==> config.mk <==
export PLATFORM = sky130hd
export DESIGN_NAME = serial_adder
export DESIGN_NICKNAME = d
export VERILOG_FILES = /design/src/rtl/serial_adder.sv
export SDC_FILE = /design/constraint.sdc
export NUM_CORES = 1
export LEC_CHECK = 0
export CAP_MARGIN = 20
export CELL_PAD_IN_SITES_DETAIL_PLACEMENT = 0
export CELL_PAD_IN_SITES_GLOBAL_PLACEMENT = 2
export CORE_ASPECT_RATIO = 1.25
export CORE_MARGIN = 5
export CORE_UTILIZATION = 33
export CTS_BUF_LIST = sky130_fd_sc_hd__clkbuf_4 sky130_fd_sc_hd__clkbuf_8 sky130_fd_sc_hd__clkbuf_16
export CTS_CLUSTER_SIZE = 28
export DETAILED_ROUTE_END_ITERATION = 7
export HOLD_SLACK_MARGIN = 0.12
export PLACE_DENSITY_LB_ADDON = 0.1
export SLEW_MARGIN = 20
export SYNTH_ARGS = -nofsm -noshare
export SYNTH_HDL_FRONTEND = slang
export SYNTH_SLANG_ARGS = --single-unit
==> constraint.sdc <==
create_clock -name clk -period 2.35 [get_ports clk]
set_input_delay 0.3525 -clock clk [delete_from_list [all_inputs] [get_ports clk]]
set_output_delay 0.3525 -clock clk [all_outputs]
set_load 0.005 [all_outputs]
==> src/rtl/serial_adder.sv <==
// Bit-serial WIDTH-bit adder: one full-adder cell, operands shifted LSB-first, carry held in a flop.
// Optional signed-overflow output enabled by defining SERIAL_ADDER_OVF_EN.
module serial_adder #(
  parameter int WIDTH = 8
) (
  input  logic             clk,
  input  logic             rst_n,
  input  logic             start,
  input  logic [WIDTH-1:0] a,
  input  logic [WIDTH-1:0] b,
  input  logic             cin,
  output logic             busy,
  output logic             done,
  output logic [WIDTH-1:0] sum,
  output logic             cout
`ifdef SERIAL_ADDER_OVF_EN
  ,
  output logic             ovf
`endif
);

  localparam int CW = (WIDTH > 1) ? $clog2(WIDTH) : 1;

  typedef enum logic [1:0] {
    IDLE = 2'd0,
    RUN  = 2'd1,
    DONE = 2'd2
  } state_t;

  function automatic logic fa_sum(input logic x, input logic y, input logic c);
    return x ^ y ^ c;
  endfunction

  function automatic logic fa_carry(input logic x, input logic y, input logic c);
    return (x & y) | (x & c) | (y & c);
  endfunction

  state_t           state_q, state_d;
  logic [WIDTH-1:0] sa_q, sa_d;
  logic [WIDTH-1:0] sb_q, sb_d;
  logic [WIDTH-1:0] sum_q, sum_d;
  logic [CW-1:0]    cnt_q, cnt_d;
  logic             carry_q, carry_d;
  logic             cout_q, cout_d;
  logic             busy_q, busy_d;
  logic             done_q, done_d;
  logic             cell_s;
  logic             cell_c;
`ifdef SERIAL_ADDER_OVF_EN
  logic             ovf_q, ovf_d;
`endif

  // Full-adder cell fed from the operand LSBs and the held carry.
  always_comb begin
    cell_s = fa_sum(sa_q[0], sb_q[0], carry_q);
    cell_c = fa_carry(sa_q[0], sb_q[0], carry_q);
  end

  // Next-state logic for the sequencer and its datapath registers.
  always_comb begin
    state_d = state_q;
    sa_d    = sa_q;
    sb_d    = sb_q;
    sum_d   = sum_q;
    cnt_d   = cnt_q;
    carry_d = carry_q;
    cout_d  = cout_q;
`ifdef SERIAL_ADDER_OVF_EN
    ovf_d   = ovf_q;
`endif
    case (state_q)
      IDLE, DONE: begin
        if (start) begin
          sa_d    = a;
          sb_d    = b;
          carry_d = cin;
          cnt_d   = {CW{1'b0}};
          state_d = RUN;
        end else begin
          state_d = IDLE;
        end
      end
      RUN: begin
        sum_d   = {cell_s, sum_q[WIDTH-1:1]};
        sa_d    = {1'b0, sa_q[WIDTH-1:1]};
        sb_d    = {1'b0, sb_q[WIDTH-1:1]};
        carry_d = cell_c;
        if (cnt_q == CW'(WIDTH - 1)) begin
          cout_d  = cell_c;
`ifdef SERIAL_ADDER_OVF_EN
          // carry_q is the carry into the MSB on this final step.
          ovf_d   = carry_q ^ cell_c;
`endif
          state_d = DONE;
        end else begin
          cnt_d   = cnt_q + CW'(1);
        end
      end
      default: begin
        state_d = IDLE;
      end
    endcase
    busy_d = (state_d == RUN);
    done_d = (state_d == DONE);
  end

  // State and output registers with synchronous active-low reset.
  always_ff @(posedge clk) begin
    if (!rst_n) begin
      state_q <= IDLE;
      sa_q    <= {WIDTH{1'b0}};
      sb_q    <= {WIDTH{1'b0}};
      sum_q   <= {WIDTH{1'b0}};
      cnt_q   <= {CW{1'b0}};
      carry_q <= 1'b0;
      cout_q  <= 1'b0;
      busy_q  <= 1'b0;
      done_q  <= 1'b0;
`ifdef SERIAL_ADDER_OVF_EN
      ovf_q   <= 1'b0;
`endif
    end else begin
      state_q <= state_d;
      sa_q    <= sa_d;
      sb_q    <= sb_d;
      sum_q   <= sum_d;
      cnt_q   <= cnt_d;
      carry_q <= carry_d;
      cout_q  <= cout_d;
      busy_q  <= busy_d;
      done_q  <= done_d;
`ifdef SERIAL_ADDER_OVF_EN
      ovf_q   <= ovf_d;
`endif
    end
  end

  assign busy = busy_q;
  assign done = done_q;
  assign sum  = sum_q;
  assign cout = cout_q;
`ifdef SERIAL_ADDER_OVF_EN
  assign ovf  = ovf_q;
`endif

endmodule

==> Word level (Yosys, flattened, before mapping) <==
Index checks and enable logic that the tools add are counted.
{ "word_totals": {"word_cells": 42, "in_bits": 20, "register_bits": 33, "output_inout_bits": 11} }
{ "op_classes": {"n_mux": 12, "n_eq_ne": 7, "addsub": 1, "n_reduce_logical": 6, "n_bitwise": 7} }
{ "op_table": {"columns": ["operator", "n"], "rows": [
  ["$pmux 8 s2", 2],
  ["$mux 8", 2],
  ["$mux 3", 2],
  ["$pmux 3 s2", 1],
  ["$eq 2x1->1 const B", 2],
  ["$eq 2x2->1 const B", 2],
  ["$ne 2x2->1 const B", 2],
  ["$pmux 2 s2", 1],
  ["$reduce_and 2->1", 2],
  ["$add 3x1->3 const B", 1],
  ["$and 1x1->1", 3],
  ["$eq 3x3->1 const B", 1],
  ["$reduce_and 3->1", 1],
  ["$logic_not 2->1", 1],
  ["$mux 1", 2],
  ["$mux 2", 1],
  ["$or 1x1->1", 2],
  ["$pmux 1 s2", 1],
  ["$reduce_bool 2->1", 1],
  ["$reduce_or 2->1", 1],
  ["$xor 1x1->1", 2]
]} }

==> Logic depth before layout (Yosys ltp) <==
Gate-level depths: netlist of the first run.
{ "logic_depth": {"ltp_word": 4, "mapped_depth": 5, "ltp_nobuf": 5} }

==> Worst setup path before layout of the first run <==
No wires, ideal clock.
{ "synth_path": {"path_kind": "register to register", "from": "register cnt_q[0]", "to": "register cnt_q[0]", "required_time_ps": 2235, "stages_incl_launch_ff": 6, "path_slack_ps": 945, "synth_period_minus_slack_ps": 1405, "t_arrival_ps": 1291, "setup_time_ps": 115, "path_buffers": 0, "cell_sequence": "dfxtp_1 ha_1 ha_1 nor3b_2 nor3b_1 o21a_1"} }
{ "synth_via": {"elab_chain_cells": 3, "word_cells_on_any_way": 6, "classes_between": "add/sub (1); eq/ne (2); mux (2); reduce/logical (1)"} }
{ "synth_rtl": {"columns": ["element", "line", "rtl"], "rows": [
  ["from (decl)", "42", "logic [CW-1:0] cnt_q, cnt_d;"],
  ["from (signal assigned)", "114", "cnt_q <= {CW{1'b0}};"],
  ["from (signal assigned)", "127", "cnt_q <= cnt_d;"],
  ["$add 3x1->3 / $eq 3x3->1 (equally long branches)", "96, 88", null],
  ["$mux 3 / $ne 2x2->1 (equally long branches)", null, null],
  ["$pmux 3 s2 / $reduce_and 3->1 (equally long branches)", null, null]
]} }
Parallel ways exist; a longest one is shown, timed or not. The select of a mux whose other input is x is not followed.
A chain may end at the register's enable or synchronous reset.

==> Worst setup path after layout of the first run <==
Ends and elaborated chain as after synthesis.

==> results of run 1 <==
[synth_stat cells, drive strengths merged, types with 3 or more instances]
cell,number,area (um^2)
a21boi,13,97.6
buf,12,108
dfxtp,33,661
nand2,20,75.1
nand3,3,15.0
nor2,15,56.3
nor3,16,80.1
o21a,3,22.5
o221ai,15,206
[cell usage in the layout, fill, tap and decap left out]
cell / count
a21boi_1: 13
and3_1: 2
buf_4: 6
bufinv_16: 2
clkbuf_8: 5
clkdlybuf4s50_1: 30
clkinv_2: 1
dfxtp_1: 33
fa_1: 1
ha_1: 2
inv_1: 1
nand2_1: 20
nand2b_1: 2
nand3_1: 3
nand3b_1: 2
nor2_1: 15
nor2b_1: 1
nor2b_2: 1
nor3_1: 16
nor3b_1: 1
nor3b_2: 1
o21a_1: 3
o21ai_1: 1
o221ai_1: 3
o221ai_2: 12
[power by group]
part	switching (mW)	leakage, nW	internal (mW)
Sequential	0.0250	0.271	0.596
Clock	0.211	0.0681	0.421
Combinational	0.0932	0.336	0.0967
Total	0.330	0.674	1.11
[state kept, by name, indices dropped and copies added (netlist names)]
register  count
sa_q          8
done          1
sum           8
sb_q          8
busy          1
carry_q       1
cnt_q         3
state_q       2
cout          1
[logic make-up after synthesis]
| family | Yosys count |
|---|---|
| flip-flops | 33 |
| buffers and inverters | 14 |
| AO/OA/AOI/OAI | 32 |
| AND/OR/NAND/NOR | 64 |
| adder cells (fa/ha/maj) | 3 |
[stage by stage]
stage | total power, mW | cells | cell area [um^2] | setup WS, ns | hold slack [ns]
2_1_floorplan | 0.768 | 146 | 1450 | 0.945 | 0.448
3_3_place_gp | 0.824 | 227 | 1760 | 0.775 | 0.441
3_5_place_dp | 0.828 | 227 | 1760 | 0.750 | 0.454
4_1_cts | 1.46 | 235 | 1890 | 0.773 | 0.463
5_1_grt | 1.51 | 235 | 1890 | 0.660 | 0.498
6_report | 1.44 | 235 | 1890 | 0.799 | 0.457
[per-layer routing]
layer | wire, um | GRT usage
met1 | 1350 | 0.127
met2 | 1470 | 0.199
met3 | 173 | 0.0479
met4 | 49 | 0.0480
met5 | 0 | 0
[worst max-delay path: cells and delay by family, from the launching register on]
kind	cells	cell delay [ns]
fa+ha+maj	2	0.45
compound gates	1	0.19
flops	1	0.33
simple gates	2	0.49
[how the worst max path moves through the flow]
stage / from / to / slack (ns) / depth (start not counted)
detailed placement: start / cnt_q[0]$_SDFFE_PN0P_ / 0.75 / 5
CTS: cnt_q[0]$_SDFFE_PN0P_ / cnt_q[0]$_SDFFE_PN0P_ / 0.77 / 5
finish: cnt_q[0]$_SDFFE_PN0P_ / cnt_q[0]$_SDFFE_PN0P_ / 0.80 / 5
global placement: start / cnt_q[0]$_SDFFE_PN0P_ / 0.77 / 5
global route: cnt_q[0]$_SDFFE_PN0P_ / cnt_q[0]$_SDFFE_PN0P_ / 0.66 / 5
floorplan: cnt_q[0]$_SDFFE_PN0P_ / cnt_q[0]$_SDFFE_PN0P_ / 0.94 / 5
[cell type report]
type                    count  area (um^2)
repair buffers             36          345
inverters                   1         3.75
flip-flops and latches     33          661
well taps                  58         72.6
clock buffers               5         68.8
clock inverters             3         65.1
fillers                   485         2430
multi-input cells          99          678
==> impl_metrics.py, run 1 <==
metrics = {
    "synth": {
        "synth_top_family_by_area": "compound AO/OA/AOI/OAI gates",
        "synth_cell_types": 24,
        "ys_seq_area_frac": 0.455,
        "yosys.area_share.adder": 0.0310,
        "synth_compound_area_frac": 0.228,
        "synth_nets": 169,
        "syn_area_per_cell_um2": 9.94,
        "synthMuxAreaShare": 0,
        "synth_cells": 146,
        "async_reset_ff_frac": 0,
        "synth_ff_type": "dfxtp_1",
        "synth_xor_area_frac": 0,
        "synth-edff-count": 0,
        "yosys_warnings": 0,
        "synth_seq_cells": 33,
        "syn_area_um2": 1450,
        "synthSimpleGateAreaFrac": 0.206,
    },
    "cells_and_area": {
        "post-route-util": 0.438,
        "nNetsFinal": 199,
        "area_growth_pct": 30.5,
        "diodes": 0,
        "drive_gt1_frac": 0.158,
    },
    "hold_path": {
        "worstHoldStart": "sum[0]$_SDFFE_PN0P_",
        "min_path_type": "reg -> reg",
        "min_path_cells": 2,
        "worstHoldEndpoint": "sum[0]$_SDFFE_PN0P_",
    },
    "routing": {
        "remaining_drc_errors": 0,
        "wl_per_cell_um": 12.9,
        "drt_iter0_drc": 58,
        "totalWireLength_um": 3040,
        "ant_nets": 0,
        "vias": 1162,
        "via_per_inst": 4.94,
        "drt-pass1-iter-count": 4,
    },
    "clocking": {
        "post_cts_resized": 0,
        "clk_latency_ns": 0.28,
        "htreeDepth": 2,
        "cts.clk_slew.worst_paths_ns": 0.07,
        "cts_tree": "done",
        "holdBufCountCts": 0,
        "clk_path_buf_depth": 2,
        "cts_buffers": 5,
        "cts_sinks": 33,
        "cts-root-buf": "clkbuf_8",
        "postCtsSetupBuffers": 0,
    },
    "die": {
        "dieArea_um2": 5830,
        "fp.coreArea_um2": 4320,
        "die_y_um": 84.1,
        "initial_core_util": 0.336,
        "die-width_um": 69.3,
        "fp-row-count": 27,
        "pin_count": 31,
    },
    "job": {
        "maxCapViolations": 0,
    },
    "global_route": {
        "grt_pass1_wl_um": 5520,
        "gr-total-overflow": 0,
        "grt_pass1_vias": 1194,
        "grtUsageTotal": 0.116,
        "antenna_found_initial": 0,
        "grt_start_max_net_pins": 34,
    },
    "timing": {
        "setup-violations-final": 0,
        "period_share": 0.660,
        "worst_pin_slew_ns": 0.390,
        "relSlewSlack": 0.739,
        "drv_slew": 0,
        "finalHoldViolCount": 0,
        "min_period_ns": 1.55,
        "rsz0062_at_grt": "no",
        "clock_skew_ns": 0.00562,
        "fmax_mhz": 645,
        "setup_tns_ns": 0,
    },
    "worst_setup_path": {
        "critPathLaunchType": "flop",
        "reg2reg_setup_slack_ns": 0.80,
        "r2r_cells": 5,
        "reg2reg_from": "cnt_q[0]$_SDFFE_PN0P_",
        "critPathRequiredTime_ns": 2.54,
        "crit_path_cell_trace": "ha_1 > ha_1 > nor3b_2 > nor3b_1 > o21a_1",
        "cp_max_fo": 7,
        "arrival_ns": 1.74,
        "cpMaxStageDelayCell": "nor3b_2",
        "critical_path.most_common_cell": "ha_1",
        "cpPeakStageDelay_ns": 0.40,
        "worstReg2RegEnd": "cnt_q[0]$_SDFFE_PN0P_",
        "criticalPathCategory": "reg -> reg",
        "worstSetupEndpointType": "flop",
    },
    "place": {
        "dp_hpwl_um": 2000,
        "gp_congestion": 0.722,
        "io_buffers": 30,
    },
    "status": {
        "status": "complete, no violations",
    },
    "power_and_ir_drop": {
        "power_density_nw_per_um2": 762,
        "leakage_nw": 0.674,
        "vdd_drop_max_uv": 392,
    },
}
No activity file was read; power rests on OpenSTA's default activity.
==> run 2, diff against run 1 <==
--- a/config.mk
+++ b/config.mk
@@ -10,7 +10,7 @@
 export CELL_PAD_IN_SITES_GLOBAL_PLACEMENT = 2
 export CORE_ASPECT_RATIO = 1.25
 export CORE_MARGIN = 5
-export CORE_UTILIZATION = 33
+export CORE_UTILIZATION = 30
 export CTS_BUF_LIST = sky130_fd_sc_hd__clkbuf_4 sky130_fd_sc_hd__clkbuf_8 sky130_fd_sc_hd__clkbuf_16
 export CTS_CLUSTER_SIZE = 28
 export DETAILED_ROUTE_END_ITERATION = 7
==> constraint.sdc (replaced) <==
create_clock -name clk -period 1.5 [get_ports clk]
set_input_delay 0.225 -clock clk [delete_from_list [all_inputs] [get_ports clk]]
set_output_delay 0.225 -clock clk [all_outputs]
set_load 0.005 [all_outputs]
==> run 2 against run 1 <==
Core utilization down 2.2 points. Sequential power increased by 57%. Combinational power grew 72%. Wire length grew 2.7%. Maximum frequency grew 10%. Critical endpoint unchanged. Largest cell class unchanged. Largest power group unchanged.
==> impl_metrics.py, run 2 (synthesis gave the netlist of run 1 again) <==
metrics = {
    "status": {
        "status": "complete, no violations",
    },
    "power_and_ir_drop": {
        "combPwrFrac": 0.143,
        "power_frac_clock": 0.431,
        "power_density_nw_per_um2": 1160,
        "power.total_mw": 2.28,
        "p_int_mw": 1.77,
        "p_switching_uw": 512,
        "power.share.sequential": 0.426,
        "leakage_nw": 0.707,
        "swShare": 0.224,
        "vdd_drop_max_uv": 766,
    },
    "die": {
        "fp-row-count": 28,
        "pin_count": 31,
        "die-width_um": 72.2,
        "fp.coreArea_um2": 4730,
        "die_y_um": 87.8,
        "initial_core_util": 0.307,
        "dieArea_um2": 6340,
    },
    "timing": {
        "drv_slew": 0,
        "relSlewSlack": 0.823,
        "holdWs_ns": 0.456,
        "rsz0062_at_grt": "no",
        "clock_skew_ns": 0.00754,
        "finalHoldViolCount": 0,
        "min_period_ns": 1.41,
        "period_share": 0.937,
        "worst_pin_slew_ns": 0.265,
        "setup_tns_ns": 0,
        "fmax_mhz": 712,
        "setup-violations-final": 0,
    },
    "cells_and_area": {
        "nNetsFinal": 203,
        "drive_gt1_frac": 0.171,
        "fillers": 500,
        "layout_common_cells": "dfxtp_1 (33), clkdlybuf4s50_1 (30), nand2_1 (20)",
        "final_common_cell": "dfxtp_1",
        "final_cell_area_um2": 1970,
        "area_growth_pct": 35.6,
        "stdcell_count": 241,
        "diodes": 0,
    },
    "global_route": {
        "grt_start_max_net_pins": 34,
        "grt_pass1_vias": 1174,
        "grt_pass1_wl_um": 5510,
        "gr-total-overflow": 0,
        "antenna_found_initial": 0,
        "grtUsageTotal": 0.115,
    },
    "clocking": {
        "cts_sinks": 33,
        "clk_latency_ns": 0.28,
        "cts_tree": "done",
        "post_cts_resized": 0,
        "clk_path_buf_depth": 2,
        "htreeDepth": 2,
        "postCtsSetupBuffers": 0,
        "cts.clk_slew.worst_paths_ns": 0.07,
        "cts_buffers": 5,
        "holdBufCountCts": 0,
        "cts-root-buf": "clkbuf_8",
    },
    "routing": {
        "remaining_drc_errors": 0,
        "wl_per_cell_um": 13.0,
        "via_per_inst": 4.71,
        "totalWireLength_um": 3120,
        "drt-pass1-iter-count": 4,
        "vias": 1135,
        "ant_nets": 0,
        "drt_iter0_drc": 62,
    },
    "worst_setup_path": {
        "worstSetupEndpointType": "flop",
        "cp_max_fo": 6,
        "arrival_ns": 1.58,
        "critPathLaunchType": "flop",
        "critPathRequiredTime_ns": 1.68,
        "criticalPathCategory": "reg -> reg",
    },
    "place": {
        "placed_area_um2": 1830,
        "io_buffers": 30,
        "dp_hpwl_um": 2170,
        "placed_cells": 233,
        "gp_congestion": 0.725,
    },
    "job": {
        "maxCapViolations": 0,
    },
    "hold_path": {
        "min_path_type": "reg -> reg",
    },
}
run 2: cell count changes in the layout (fill, tap and decap cells not counted):
cell | before | now
nor3b_2 | 1 | 0
nor3b_4 | 0 | 1
buf_12 | 0 | 3
buf_4 | 6 | 7
nor2b_2 | 1 | 0
nor2b_1 | 1 | 2
run 2: layout make-up:
class | instances | area, um^2 | share of cell area
Sequential cell | 33 | 661 | 0.336
Tap cell | 60 | 75.1 | 0.0381
Clock inverter | 3 | 65.1 | 0.0331
Multi-Input combinational cell | 99 | 682 | 0.346
Timing Repair Buffer | 40 | 413 | 0.210
Clock buffer | 5 | 68.8 | 0.0350
Inverter | 1 | 3.75 | 0.00191
run 2: critical path, cell delays in order (launching register included):
cell,delay (ns)
dfxtp_1,0.32
ha_1,0.20
ha_1,0.22
nor3b_4,0.30
nor3b_1,0.08
o21a_1,0.18
run 2: path summary, 6_finish.rpt:
path	slack, ns	to	cells after the start	from
hold / removal	0.46	sum[0]$_SDFFE_PN0P_	2	sum[0]$_SDFFE_PN0P_
hold reg to reg	0.46	sum[0]$_SDFFE_PN0P_	2	sum[0]$_SDFFE_PN0P_
setup / recovery	0.09	cnt_q[0]$_SDFFE_PN0P_	5	cnt_q[0]$_SDFFE_PN0P_
setup reg to reg	0.09	cnt_q[0]$_SDFFE_PN0P_	5	cnt_q[0]$_SDFFE_PN0P_
run 2: metrics by stage:
stage | util | setup WS (ns)
2_1_floorplan | - | 0.0947
3_3_place_gp | 0.387 | 0.0282
3_5_place_dp | 0.387 | 0.0400
4_1_cts | 0.415 | 0.0269
5_1_grt | 0.416 | 0.0211
6_report | 0.416 | 0.0947
run 2: layer usage:
metal	vias up	global-route usage	wire [um]
met2	27	0.187	1580
met3	6	0.0402	180
met4	0	0.0564	67
li1	588	-	-
met5	-	0	0
met1	514	0.134	1300
run 2: power by group through the flow:
stage | clock network [mW] | registers (mW) | logic [mW]
3_5_place_dp | 0 | 0.993 | 0.330
6_report | 0.983 | 0.972 | 0.326
4_1_cts | 1.02 | 0.973 | 0.333
5_1_grt | 1.07 | 0.980 | 0.368
2_1_floorplan | 0 | 0.985 | 0.219
3_3_place_gp | 0 | 0.991 | 0.327
